**config.mk**
```make
export PLATFORM = sky130hd
export DESIGN_NAME = threshold_debounce_monitor
export DESIGN_NICKNAME = d
export VERILOG_FILES = /design/src/rtl/threshold_debounce_monitor_pkg.sv /design/src/rtl/threshold_debounce_monitor_cmp.sv /design/src/rtl/threshold_debounce_monitor.sv
export SDC_FILE = /design/constraint.sdc
export NUM_CORES = 1
export LEC_CHECK = 0
export CORE_MARGIN = 5
export CORE_UTILIZATION = 52
export DETAILED_ROUTE_END_ITERATION = 7
export PLACE_DENSITY = 0.82
export SKIP_LAST_GASP = 1
export SYNTH_ARGS = -nofsm -noshare
export SYNTH_HDL_FRONTEND = slang
export SYNTH_SLANG_ARGS = --single-unit
```
**constraint.sdc**
```tcl
create_clock -name clk -period 4.75 [get_ports clk]
set_input_delay 1.1875 -clock clk [delete_from_list [all_inputs] [get_ports clk]]
set_output_delay 1.1875 -clock clk [all_outputs]
set_load 0.02 [all_outputs]
```
**src/rtl/threshold_debounce_monitor_pkg.sv**
```systemverilog
// Shared constants for the threshold debounce monitor: FSM encoding,
// event direction codes and the one-hot comparison result codes.
package threshold_debounce_monitor_pkg;

   typedef enum logic [1:0] {
      S_BELOW   = 2'd0,
      S_RISING  = 2'd1,
      S_ABOVE   = 2'd2,
      S_FALLING = 2'd3
   } state_e;

   localparam logic EVT_RISE = 1'b1;
   localparam logic EVT_FALL = 1'b0;

   // One-hot packing of the comparator result as {greater, equal, less}
   localparam logic [2:0] CMP_LT = 3'b001;
   localparam logic [2:0] CMP_EQ = 3'b010;
   localparam logic [2:0] CMP_GT = 3'b100;

   // Advance the 4-bit streak counter
   function automatic logic [3:0] run_inc(input logic [3:0] run);
      return run + 4'd1;
   endfunction

endpackage

```
**src/rtl/threshold_debounce_monitor_cmp.sv**
```systemverilog
// 4-bit magnitude comparator: exactly one of lt/gt/eq is high for any a, b.
module threshold_debounce_monitor_cmp #(
   parameter int WIDTH = 4
) (
   input  logic [WIDTH-1:0] a,
   input  logic [WIDTH-1:0] b,
   output logic             lt,
   output logic             gt,
   output logic             eq
);

   // Purely combinational magnitude compare of a against b
   always_comb begin
      lt = (a < b);
      gt = (a > b);
      eq = (a == b);
   end

endmodule

```
**src/rtl/threshold_debounce_monitor.sv**
```systemverilog
// Threshold crossing monitor: compares each accepted sample with its
// threshold, debounces the result with a 4-state FSM, and reports each
// debounced crossing as a handshaked event plus a saturating counter.
module threshold_debounce_monitor #(
   parameter int WIDTH    = 4,
   parameter int DEBOUNCE = 3,
   parameter int CNT_W    = 8
) (
   input  logic             clk,
   input  logic             rst_n,
   input  logic             sample_valid,
   output logic             sample_ready,
   input  logic [WIDTH-1:0] sample,
   input  logic [WIDTH-1:0] threshold,
   output logic             evt_valid,
   input  logic             evt_ready,
   output logic             evt_dir,
   output logic             state_above,
   output logic [CNT_W-1:0] cross_count
);

   import threshold_debounce_monitor_pkg::*;

   localparam logic [3:0]       DEB     = 4'(DEBOUNCE);
   localparam logic [CNT_W-1:0] CNT_MAX = {CNT_W{1'b1}};
   localparam logic [CNT_W-1:0] CNT_ONE = CNT_W'(1);

   state_e           state_q,       state_d;
   logic [3:0]       run_q,         run_d;
   logic             evt_valid_q,   evt_valid_d;
   logic             evt_dir_q,     evt_dir_d;
   logic             state_above_q, state_above_d;
   logic [CNT_W-1:0] cnt_q,         cnt_d;

   logic             cmp_lt_s, cmp_gt_s, cmp_eq_s;
   logic [2:0]       cmp_s;
   logic             accept_s;
   logic             fire_s;
   logic             fire_dir_s;
   logic [3:0]       run_next_s;

   threshold_debounce_monitor_cmp #(.WIDTH(WIDTH)) u_cmp (
      .a  (sample),
      .b  (threshold),
      .lt (cmp_lt_s),
      .gt (cmp_gt_s),
      .eq (cmp_eq_s)
   );

   // Handshake: a new sample may enter unless an unconsumed event blocks it
   always_comb begin
      sample_ready = !evt_valid_q || evt_ready;
      accept_s     = sample_valid && sample_ready;
      cmp_s        = {cmp_gt_s, cmp_eq_s, cmp_lt_s};
      run_next_s   = run_inc(run_q);
   end

   // Debounce FSM next state, event register update and crossing counter
   always_comb begin
      state_d    = state_q;
      run_d      = run_q;
      fire_s     = 1'b0;
      fire_dir_s = EVT_RISE;

      if (accept_s) begin
         case (state_q)
            S_BELOW: begin
               if (cmp_s == CMP_GT) begin
                  fire_dir_s = EVT_RISE;
                  if (DEB == 4'd1) begin
                     state_d = S_ABOVE;
                     run_d   = 4'd0;
                     fire_s  = 1'b1;
                  end else begin
                     state_d = S_RISING;
                     run_d   = 4'd1;
                  end
               end else begin
                  run_d = 4'd0;
               end
            end
            S_RISING: begin
               fire_dir_s = EVT_RISE;
               if (cmp_s == CMP_GT) begin
                  if (run_next_s == DEB) begin
                     state_d = S_ABOVE;
                     run_d   = 4'd0;
                     fire_s  = 1'b1;
                  end else begin
                     run_d = run_next_s;
                  end
               end else begin
                  state_d = S_BELOW;
                  run_d   = 4'd0;
               end
            end
            S_ABOVE: begin
               fire_dir_s = EVT_FALL;
               if (cmp_s == CMP_LT) begin
                  if (DEB == 4'd1) begin
                     state_d = S_BELOW;
                     run_d   = 4'd0;
                     fire_s  = 1'b1;
                  end else begin
                     state_d = S_FALLING;
                     run_d   = 4'd1;
                  end
               end else begin
                  run_d = 4'd0;
               end
            end
            S_FALLING: begin
               fire_dir_s = EVT_FALL;
               if (cmp_s == CMP_LT) begin
                  if (run_next_s == DEB) begin
                     state_d = S_BELOW;
                     run_d   = 4'd0;
                     fire_s  = 1'b1;
                  end else begin
                     run_d = run_next_s;
                  end
               end else begin
                  state_d = S_ABOVE;
                  run_d   = 4'd0;
               end
            end
            default: begin
               state_d = S_BELOW;
               run_d   = 4'd0;
            end
         endcase
      end else begin
         state_d = state_q;
         run_d   = run_q;
      end

      // A consumed event clears; a fire on the same edge takes precedence
      if (fire_s) begin
         evt_valid_d = 1'b1;
         evt_dir_d   = fire_dir_s;
         cnt_d       = (cnt_q == CNT_MAX) ? cnt_q : (cnt_q + CNT_ONE);
      end else if (evt_valid_q && evt_ready) begin
         evt_valid_d = 1'b0;
         evt_dir_d   = 1'b0;
         cnt_d       = cnt_q;
      end else begin
         evt_valid_d = evt_valid_q;
         evt_dir_d   = evt_dir_q;
         cnt_d       = cnt_q;
      end

      state_above_d = (state_d == S_ABOVE) || (state_d == S_FALLING);
   end

   // State, event and counter registers with synchronous active-low reset
   always_ff @(posedge clk) begin
      if (!rst_n) begin
         state_q       <= S_BELOW;
         run_q         <= 4'd0;
         evt_valid_q   <= 1'b0;
         evt_dir_q     <= 1'b0;
         state_above_q <= 1'b0;
         cnt_q         <= '0;
      end else begin
         state_q       <= state_d;
         run_q         <= run_d;
         evt_valid_q   <= evt_valid_d;
         evt_dir_q     <= evt_dir_d;
         state_above_q <= state_above_d;
         cnt_q         <= cnt_d;
      end
   end

   assign evt_valid   = evt_valid_q;
   assign evt_dir     = evt_dir_q;
   assign state_above = state_above_q;
   assign cross_count = cnt_q;

endmodule
```
* Word-level counts from Yosys, hierarchy flattened
Cells that the tools add are included.
Cells by class: $add $sub $neg 2, $mul 0, divide/modulo/power cells 0, $lt $le $gt $ge 2, equality and inequality tests 10, shift-type cells 0, multiplexer cells 24, bitwise logic cells 1, reductions and logical operators 10
Operators with widths (count):
- $pmux W4 S4 | 1
- $mux W2 | 7
- $mux W4 | 3
- $mux W1 | 10
- $add A8 B1 Y8 const B | 1
- $eq A2 B2 Y1 const B | 4
- $eq A8 B8 Y1 const B | 1
- $pmux W2 S4 | 1
- $add A4 B1 Y4 const B | 1
- $eq A4 B2 Y1 const B | 1
- $eq A4 B4 Y1 | 1
- $gt A4 B4 Y1 | 1
- $lt A4 B4 Y1 | 1
- $pmux W1 S2 | 2
- $reduce_or A2 Y1 | 2
- $eq A3 B1 Y1 const B | 1
- $eq A3 B3 Y1 const B | 1
- $eq A2 B1 Y1 const B | 1
- $logic_and A1 B1 Y1 | 2
- $logic_not A2 Y1 | 1
- $logic_or A1 B1 Y1 | 2
- $reduce_and A2 Y1 | 1
- $reduce_bool A2 Y1 | 1
- $logic_not A1 Y1 | 1
- $not A1 Y1 | 1
Storage, ports and cells: register bits after elaboration 17, latch bits 0, memory bits (writable) 0, ROM bits 0, output and inout bits 12, word-level logic and storage cells 55, memories kept 0

* Logic depth before layout (Yosys ltp)
Gate-level depths: netlist of the first run.
depth in word-level cells 8, depth in mapped cells 9, gate-level depth less buffers 8

* Cells and area by module
Synthesis of the first run repeated with hierarchy kept, for this count alone.
Unflattened totals: cells, all modules 139, area total of the unflattened synthesis 1166.1 µm²
By module, submodules not included:
- threshold_debounce_monitor | instances 1, cells an instance 123, area each 1037.2 µm²
- threshold_debounce_monitor_cmp | instances 1, cells an instance 16, area each 128.9 µm²

* Least setup slack after synthesis of the first run
OpenSTA, ideal clock, no wires.
path type input -> register, from in threshold[1], to reg cnt_q[6] (netlist: cross_count[6]), library setup time 0.116 ns, arrival time 2.673 ns, slack 1.961 ns, stages 8, cell sequence inv_1 ha_1 nor2b_1 o31a_1 o221a_2 and3_1 a31o_1 and3_1
On the way: cells in the longest elaborated chain, start to end 6, elaborated cells on any way between the ends 10, those cells by class order compare (2); eq/ne (3); mux (4); reduce/logical (1)
Ends and longest elaborated chain:
- start: declaration | line threshold_debounce_monitor.sv:14 | input logic [WIDTH-1:0] threshold,
- $lt A4 B4 Y1, or another cell as far along | line threshold_debounce_monitor_cmp.sv:14 | lt = (a < b);
- $eq A3 B1 Y1 or $eq A3 B3 Y1 (tied branches) | line threshold_debounce_monitor.sv:114, threshold_debounce_monitor.sv:84
- $mux W1, on equally long branches | line threshold_debounce_monitor.sv:114, threshold_debounce_monitor.sv:84
- $pmux W1 S2 * | line threshold_debounce_monitor.sv:66 | case (state_q)
- $mux W1 * | line threshold_debounce_monitor.sv:65 | if (accept_s) begin
- $reduce_and A2 Y1 (no line) *
- end signal: assignment | line threshold_debounce_monitor.sv:170 | cnt_q <= cnt_d;
- end: declaration | line threshold_debounce_monitor.sv:33 | logic [CNT_W-1:0] cnt_q, cnt_d;
Mark *: on every way between the ends. The rest lies on a longest branch, timed or not. A chain may end at the register's enable or synchronous reset.

* Final worst setup path of the first run
from in evt_ready, to out sample_ready
On the way: cells in the longest elaborated chain, start to end 1
Ends and longest elaborated chain:
- start: declaration | line threshold_debounce_monitor.sv:16 | input logic evt_ready,
- $logic_or A1 B1 Y1 | line threshold_debounce_monitor.sv:52 | sample_ready = !evt_valid_q || evt_ready;
- end: declaration | line threshold_debounce_monitor.sv:12 | output logic sample_ready,
Every way passes these cells.

==> flow_summary.json, run 1 <==
{
  "power.density_mw_per_mm2": 195.1,
  "grt_max_degree": 14,
  "r2r_end": "cross_count[7]",
  "syn_area_per_cell_um2": 8.331,
  "synth_edf_count": 0,
  "ys_seq_area_share_pct": 32.42,
  "status": "finished clean",
  "fmax_mhz": 275.9,
  "row_count": 16,
  "die_h_um": 54.93,
  "portBuffers": 23,
  "crit_path_end_kind": "output pin",
  "drv_slew": 0,
  "hpwl_mm": 1.787,
  "p_int_w": 0.0001946,
  "initial_core_util_pct": 54.06,
  "synth_cell_type_count": 42,
  "clkPwrFrac_pct": 29.3,
  "grt_overflow": 0,
  "crit_type": "in -> out",
  "pwr-share-seq_pct": 56.6,
  "async_flop_share_pct": 0,
  "via_count": 984,
  "die_area_mm2": 0.003017,
  "track_usage_pct": 17.41,
  "ys.flop_type": "dfxtp_1",
  "grt_setup_unrepaired": "false",
  "ff2ff_setup_slack_ns": 2.60,
  "place_area_mm2": 0.001295,
  "slowest_delay_ns": 0.62,
  "gp_congestion": 0.8141,
  "fin_util_pct": 68.04,
  "reg2regPathDepth": 7,
  "skew_ns": 0.001389,
  "cts_tree": "built",
  "path_buf_inv": 2,
  "cp_max_fo": 4,
  "numClockSinks": 17,
  "cp.depth": 3,
  "crit_chain": "clkdlybuf4s50_1, nand2b_1, clkdlybuf4s50_1",
  "worst_pin_slew_ns": 0.4177,
  "dr.pass1.iters": 4,
  "core_mm2": 0.001942,
  "final_cell_mix": "23 x clkdlybuf4s50_1, 17 x dfxtp_1, 14 x nand2_1, 11 x inv_1, 11 x a21oi_1",
  "drt_iter0_drc": 16,
  "synth-warning-count": 0,
  "grt_pass1_vias": 937,
  "antenna_found_initial": 0,
  "viasPerCell": 5.559,
  "relSlewSlack_pct": 72.12,
  "slowest_stage": "clkdlybuf4s50_1",
  "p_sw_share_pct": 24.49,
  "synth_cells": 126,
  "ant_nets": 0,
  "cts_root_buffer": "clkbuf_4",
  "setup_violations": 0,
  "hold_buffers": 0,
  "stdcell_area_mm2": 0.001321,
  "wl_per_cell_um": 12.68,
  "leakage_nw": 0.4773,
  "fin_nets": 170,
  "layout_commonest_cell": "clkdlybuf4s50_1",
  "path_delay_family": "buffers and inverters",
  "drc_errors": 0,
  "worst_slack_ns": 1.126,
  "ys_seq_elements": 17,
  "min_path_type": "reg -> reg",
  "antenna_cells": 0,
  "syn_nets": 145,
  "rr_startpoint": "run_q[0]",
  "cp_common_cell": "clkdlybuf4s50_1",
  "numCtsBuffers": 3,
  "period_needed_ns": 3.624,
  "fin_crit_sh_pct": 76.30,
  "switching_power_w": 0.00006313,
  "clkTransAtPathRegs_ns": 0.09,
  "h-tree-depth": 1,
  "p_comb_share_pct": 14.1,
  "area_growth_pct": 25.86,
  "wirelength_mm": 2.244,
  "startpoint_type": "input pin",
  "grt_pass1_wl_mm": 3.808,
  "dp_slack_ns": 1.122,
  "critPathRequiredTime_ns": 3.56,
  "cts_buffer_depth": 2,
  "vdd_drop_max_mv": 0.1909,
  "fin_setup_tns_ns": 0,
  "cap_viol_max_count": 0,
  "io_pins": 24,
  "hold_violations": 0,
  "clk-insertion-delay-late_ns": 0.28,
  "cp.arrival_ns": 2.44,
  "hold_slack_ns": 0.4924,
  "endpoint": "sample_ready",
  "cts_resized": 0,
  "drive_above_1_share_pct": 6.667,
  "synth_area_mm2": 0.001050,
  "startpoint": "evt_ready",
  "postCtsSetupBuffers": 0,
  "fp.dieW_um": 54.93
}
## how the worst min path moves through the flow
stage          endpoint  startpoint  cells past startpoint  slack (ns)
4_1_cts         evt_dir     evt_dir                      2        0.49
5_1_grt         evt_dir     evt_dir                      2        0.52
2_1_floorplan  run_q[1]    run_q[1]                      2        0.49
3_5_place_dp    evt_dir     evt_dir                      2        0.48
6_report        evt_dir     evt_dir                      2        0.49
3_3_place_gp    evt_dir     evt_dir                      2        0.48
## metal layers
layer,track usage [%],part of all wire [%]
met1,20.50,47
met2,30.31,49
met3,6.166,4.1
met4,3.644,0.36
met5,0,0
## worst register-to-register path, stage by stage (launching register included)
cell	delay [ns]
dfxtp_1	0.44
ha_1	0.22
inv_1	0.08
o21a_1	0.20
and4bb_4	0.39
nand4_4	0.19
or4_1	0.43
a21oi_1	0.14
## sequential cells by signal, indices dropped and copies added, names as in the netlist
name and cells:
cross_count 8, evt_valid 1, evt_dir 1, state_q 2, state_above 1, run_q 4
## cell type report
cell class | count | area, um^2
multi-input combinational | 94 | 645.6
tap | 27 | 33.78
timing repair buffer | 23 | 230.2
clock buffer | 4 | 26.28
sequential | 17 | 340.3
fill | 163 | 620.6
inverter | 12 | 45.04
## logic make-up (layout without fill, tap and decap cells)
family	after synthesis	after routing	synth area share, %
AND/OR/NAND/NOR	53	53	30.87
buffers and inverters	15	39	6.079
XOR/XNOR	1	1	0.8345
adder cells (fa/ha/maj)	7	7	8.343
AO/OA/AOI/OAI	32	32	20.50
flip-flops	17	17	32.42
multiplexers	1	1	0.9536
## cells in the mapped netlist (2+ instances only)
library cell / n / area, um^2
dfxtp_1: 17 / 340.3
nand2_1: 14 / 52.55
a21oi_1: 11 / 55.05
inv_1: 11 / 41.29
ha_1: 7 / 87.58
nand3_1: 5 / 25.02
nor2_1: 5 / 18.77
or3_1: 5 / 31.28
and2_1: 4 / 25.02
a31o_1: 3 / 26.28
and3_1: 3 / 18.77
a211oi_1: 2 / 15.01
a311oi_1: 2 / 17.52
clkbuf_1: 2 / 7.510
nand4b_1: 2 / 17.52
nor3b_1: 2 / 15.01
o211ai_1: 2 / 15.01
o21a_1: 2 / 15.01
o21ai_0: 2 / 10.01
o21ai_1: 2 / 10.01
o31ai_1: 2 / 15.01
## power groups by stage
| stage | registers, W | logic, W | clock network [W] |
|---|---|---|---|
| after detailed placement | 0.000149 | 0.0000362 | 0 |
| after global placement | 0.000149 | 0.0000353 | 0 |
| after CTS | 0.000146 | 0.0000363 | 0.0000780 |
| after floorplan | 0.000149 | 0.0000227 | 0 |
| final | 0.000146 | 0.0000362 | 0.0000755 |
| after global routing | 0.000146 | 0.0000406 | 0.0000835 |
## per-stage QoR
step	total power, W	cells
5_1_grt	0.0002704	177
2_1_floorplan	0.0001714	126
4_1_cts	0.0002603	177
3_3_place_gp	0.0001845	173
3_5_place_dp	0.0001855	173
6_report	0.0002578	177
No activity file was read; power rests on OpenSTA's default activity.
==> run 2: changes to the inputs <==
--- a/config.mk
+++ b/config.mk
@@ -6,9 +6,9 @@
 export NUM_CORES = 1
 export LEC_CHECK = 0
 export CORE_MARGIN = 5
-export CORE_UTILIZATION = 52
+export CORE_UTILIZATION = 49
 export DETAILED_ROUTE_END_ITERATION = 7
-export PLACE_DENSITY = 0.82
+export PLACE_DENSITY = 0.78
 export SKIP_LAST_GASP = 1
 export SYNTH_ARGS = -nofsm -noshare
 export SYNTH_HDL_FRONTEND = slang
==> constraint.sdc (replaced) <==
create_clock -name clk -period 3.4 [get_ports clk]
set_input_delay 0.85 -clock clk [delete_from_list [all_inputs] [get_ports clk]]
set_output_delay 0.85 -clock clk [all_outputs]
set_load 0.02 [all_outputs]
==> flow_summary.json, run 2 (synthesized netlist as in run 1, its figures left out) <==
{
  "status": "finished clean",
  "drt_iter0_drc": 22,
  "p_int_w": 0.0002721,
  "clkPwrFrac_pct": 30.4,
  "antenna_cells": 0,
  "hold_violations": 0,
  "hpwl_mm": 1.838,
  "grt_max_degree": 14,
  "place_inst": 173,
  "fin_cells": 177,
  "crit_chain": "clkdlybuf4s50_1, nand2b_1, clkdlybuf4s50_1",
  "critPathRequiredTime_ns": 2.55,
  "fp.dieW_um": 56.29,
  "p_sw_share_pct": 25.80,
  "pwr-share-seq_pct": 55.6,
  "antenna_found_initial": 0,
  "final_cell_mix": "23 x clkdlybuf4s50_1, 17 x dfxtp_1, 14 x nand2_1, 11 x inv_1, 11 x a21oi_1",
  "r2r_end": "cross_count[7]",
  "power.density_mw_per_mm2": 277.5,
  "portBuffers": 23,
  "worst_pin_slew_ns": 0.4327,
  "row_count": 16,
  "hold_depth": 2,
  "crit_path_end_kind": "output pin",
  "slowest_delay_ns": 0.62,
  "drc_errors": 0,
  "multiInputGateArea_um2": 645.6,
  "cp.arrival_ns": 2.12,
  "postCtsSetupBuffers": 0,
  "track_usage_pct": 16.09,
  "cp_common_cell": "clkdlybuf4s50_1",
  "fin_crit_sh_pct": 87.42,
  "drive_above_1_share_pct": 6.667,
  "worst_hold_path.endpoint": "evt_dir",
  "dp_slack_ns": 0.3050,
  "cts_root_buffer": "clkbuf_4",
  "grt_pass1_wl_mm": 4.167,
  "fin_setup_tns_ns": 0,
  "seq_area_um2": 340.3,
  "skew_ns": 0.001226,
  "viasPerCell": 5.718,
  "drv_slew": 0,
  "path_delay_family": "buffers and inverters",
  "layout_commonest_cell": "clkdlybuf4s50_1",
  "largest_reg_flops": 8,
  "startpoint_type": "input pin",
  "vdd_drop_max_mv": 0.2112,
  "leakage_nw": 0.4773,
  "crit_type": "in -> out",
  "numClockSinks": 17,
  "die_area_mm2": 0.003168,
  "numCtsBuffers": 3,
  "dr.pass1.iters": 4,
  "rr_startpoint": "run_q[0]",
  "cp_max_fo": 4,
  "reg2regPathDepth": 7,
  "p_comb_share_pct": 14.0,
  "hold_buffers": 0,
  "cts_tree": "built",
  "cap_viol_max_count": 0,
  "switching_power_w": 0.00009460,
  "setup_violations": 0,
  "fin_nets": 170,
  "path_buf_inv": 2,
  "grt_pass1_vias": 963,
  "die_h_um": 56.29,
  "ant_nets": 0,
  "slowest_stage": "clkdlybuf4s50_1",
  "area_growth_pct": 25.86,
  "hold_slack_ns": 0.5001,
  "cts_resized": 0,
  "wirelength_mm": 2.406,
  "grt_setup_unrepaired": "false",
  "clkTransAtPathRegs_ns": 0.10,
  "clk-insertion-delay-late_ns": 0.29,
  "worst_slack_ns": 0.4278,
  "gp_congestion": 0.8631,
  "initial_core_util_pct": 52.44,
  "ff2ff_setup_slack_ns": 1.27,
  "power_w": 0.0003667,
  "io_pins": 24,
  "via_count": 1012,
  "hp-start": "evt_dir",
  "cts_buffer_depth": 2,
  "min_path_type": "reg -> reg",
  "relSlewSlack_pct": 71.12,
  "period_needed_ns": 2.972,
  "num-fill-cells": 179,
  "fmax_mhz": 336.5,
  "grt_overflow": 0,
  "wl_per_cell_um": 13.59,
  "core_mm2": 0.002002,
  "h-tree-depth": 1
}
## run 2: cell counts in the layout (fill, tap and decap cells not counted)
Identical to the previous run, type by type.
## run 2: power by group through the flow
stage               clock (W)  sequential [W]  combinational (W)
finish               0.000111        0.000204          0.0000515
global route         0.000121        0.000204          0.0000580
CTS                  0.000111        0.000204          0.0000512
detailed placement          0        0.000208          0.0000509
global placement            0        0.000208          0.0000494
floorplan                   0        0.000208          0.0000317
## run 2: worst max-delay path by stage
stage                       from             end  slack (ns)  cells past startpoint
finish                 evt_ready    sample_ready        0.43                      3
global route           evt_ready    sample_ready        0.39                      3
CTS                    evt_ready    sample_ready        0.42                      3
detailed placement  threshold[1]  cross_count[7]        0.31                      9
global placement    threshold[1]  cross_count[7]        0.41                      9
floorplan           threshold[1]  cross_count[6]        0.95                      8
## run 2: per-layer routing
layer	GRT usage (%)	vias up	part of all wire, %
li1	-	508	-
met1	18.32	482	45
met2	29.88	18	51
met3	2.982	4	2.8
met4	5.085	0	1.1
met5	0	-	0
## run 2: layout make-up
type	count	area share, %
clock buffer	4	1.989
inverter	12	3.409
multi-input combinational	94	48.86
sequential	17	25.76
tap	27	2.557
timing repair buffer	23	17.42
## run 2: per-stage QoR
stage	utilization (%)	instance area [um^2]
after CTS	66.00	1321
final	66.00	1321
after global routing	66.00	1321
after floorplan	-	1050
after detailed placement	64.69	1295
after global placement	64.69	1295
## run 2: tightest hold or removal path, stage by stage, from the launching register on
cell      delay (ns)
dfxtp_1         0.32
nand3b_1        0.08
a21oi_1         0.06
==> run 3: changes to the inputs <==
--- a/config.mk
+++ b/config.mk
@@ -9,7 +9,9 @@
 export CORE_UTILIZATION = 49
 export DETAILED_ROUTE_END_ITERATION = 7
 export PLACE_DENSITY = 0.78
+export SETUP_SLACK_MARGIN = 0.4
 export SKIP_LAST_GASP = 1
 export SYNTH_ARGS = -nofsm -noshare
 export SYNTH_HDL_FRONTEND = slang
 export SYNTH_SLANG_ARGS = --single-unit
+export TNS_END_PERCENT = 50
==> constraint.sdc (replaced) <==
create_clock -name clk -period 2.8 [get_ports clk]
set_input_delay 0.7 -clock clk [delete_from_list [all_inputs] [get_ports clk]]
set_output_delay 0.7 -clock clk [all_outputs]
set_load 0.02 [all_outputs]
==> flow_summary.json, run 3 (synthesized netlist as in run 1, its figures left out) <==
{
  "wl_per_cell_um": 15.07,
  "place_inst": 177,
  "period_needed_ns": 2.381,
  "row_count": 16,
  "h-tree-depth": 1,
  "status": "finished clean",
  "portBuffers": 23,
  "min_path_type": "reg -> reg",
  "hold_violations": 0,
  "numCtsBuffers": 3,
  "hpwl_mm": 1.864,
  "grt_max_degree": 14,
  "cts_buffer_depth": 2,
  "dr.pass1.iters": 4,
  "antenna_cells": 0,
  "dp_slack_ns": -0.04540,
  "worst_slack_ns": 0.4191,
  "ff2ff_setup_slack_ns": 0.60,
  "io_pins": 24,
  "cts_tree": "built",
  "leakage_nw": 0.5802,
  "grt_pass1_vias": 1145,
  "worst_pin_slew_ns": 0.4534,
  "die_area_mm2": 0.003168,
  "vdd_drop_max_mv": 0.3564,
  "fin_nets": 185,
  "relSlewSlack_pct": 69.74,
  "fin_cells": 192,
  "die_h_um": 56.29,
  "core_mm2": 0.002002,
  "place_area_mm2": 0.001325,
  "hold_buffers": 0,
  "fp.dieW_um": 56.29,
  "ant_nets": 0,
  "area_growth_pct": 46.01,
  "startpoint_type": "input pin",
  "cts_root_buffer": "clkbuf_4",
  "numClockSinks": 17,
  "largest_reg_flops": 8,
  "via_count": 1077,
  "track_usage_pct": 19.10,
  "cap_viol_max_count": 0,
  "cp.arrival_ns": 1.68,
  "stdcell_area_mm2": 0.001533,
  "initial_core_util_pct": 52.44,
  "grt_overflow": 0,
  "cp_max_fo": 2,
  "wirelength_mm": 2.894,
  "antenna_found_initial": 0,
  "fin_util_pct": 76.56,
  "setup_violations": 0,
  "skew_ns": 0.002880,
  "layout_commonest_cell": "dfxtp_1",
  "hold_slack_ns": 0.5079,
  "viasPerCell": 5.609,
  "critPathRequiredTime_ns": 2.10,
  "crit_path_end_kind": "output pin",
  "drt_iter0_drc": 31,
  "crit_type": "in -> out",
  "clkTransAtPathRegs_ns": 0.10,
  "fmax_mhz": 420.0,
  "drc_errors": 0,
  "drv_slew": 0,
  "final_cell_mix": "17 x dfxtp_1, 14 x nand2_1, 14 x clkdlybuf4s50_1, 12 x buf_4",
  "gp_congestion": 0.9263,
  "grt_pass1_wl_mm": 4.892,
  "grt_setup_unrepaired": "true",
  "power.density_mw_per_mm2": 310.1,
  "fin_crit_sh_pct": 85.03,
  "drive_above_1_share_pct": 25.45,
  "clk-insertion-delay-late_ns": 0.30
}
-- run 3: metrics by stage --
stage               total power [W]  setup TNS (ns)
floorplan                 0.0002907               0
global placement          0.0003166               0
detailed placement        0.0003190        -0.09693
CTS                       0.0004732               0
global route              0.0004998               0
finish                    0.0004753               0
-- run 3: path summary, 6_finish.rpt --
kind | startpoint | end | cells after the start
worst max-delay path | evt_ready | sample_ready | 3
worst min register to register | evt_dir | evt_dir | 2
worst min-delay path | evt_dir | evt_dir | 2
worst max register to register | run_q[0] | cross_count[4] | 8
-- run 3: power breakdown --
| part | total (W) | switching (W) | internal (W) |
|---|---|---|---|
| clock | 0.000135 | 0.0000822 | 0.0000532 |
| sequential | 0.000248 | 0.00000391 | 0.000244 |
| combinational | 0.0000921 | 0.0000436 | 0.0000485 |
-- run 3: layer usage --
layer | up-vias | track usage, % | routed length (um)
li1 | 541 | - | -
met1 | 514 | 21.00 | 1190
met2 | 16 | 36.56 | 1598
met3 | 6 | 2.523 | 63
met4 | 0 | 7.119 | 40
met5 | - | 0 | 0
-- run 3: layout make-up --
class                      instances  area [um^2]
sequential                        17        340.3
clock inverter                     1        5.005
inverter                          12        45.04
clock buffer                       3        22.52
tap                               27        33.78
fill                             159        469.2
multi-input combinational         95        747.0
timing repair buffer              37        339.1
-- run 3: what timing repair did --
action                     in CTS  in global routing
gates resized for setup        17                 12
cloned                          1                  0
pin swaps                       8                  8
setup endpoints to repair      15                 14
buffers inserted                9                  1
-- run 3: critical path, cell delays in order --
cell and delay [ns]:
clkdlybuf4s50_1 0.47, nand2b_1 0.14, dlygate4sd2_1 0.37
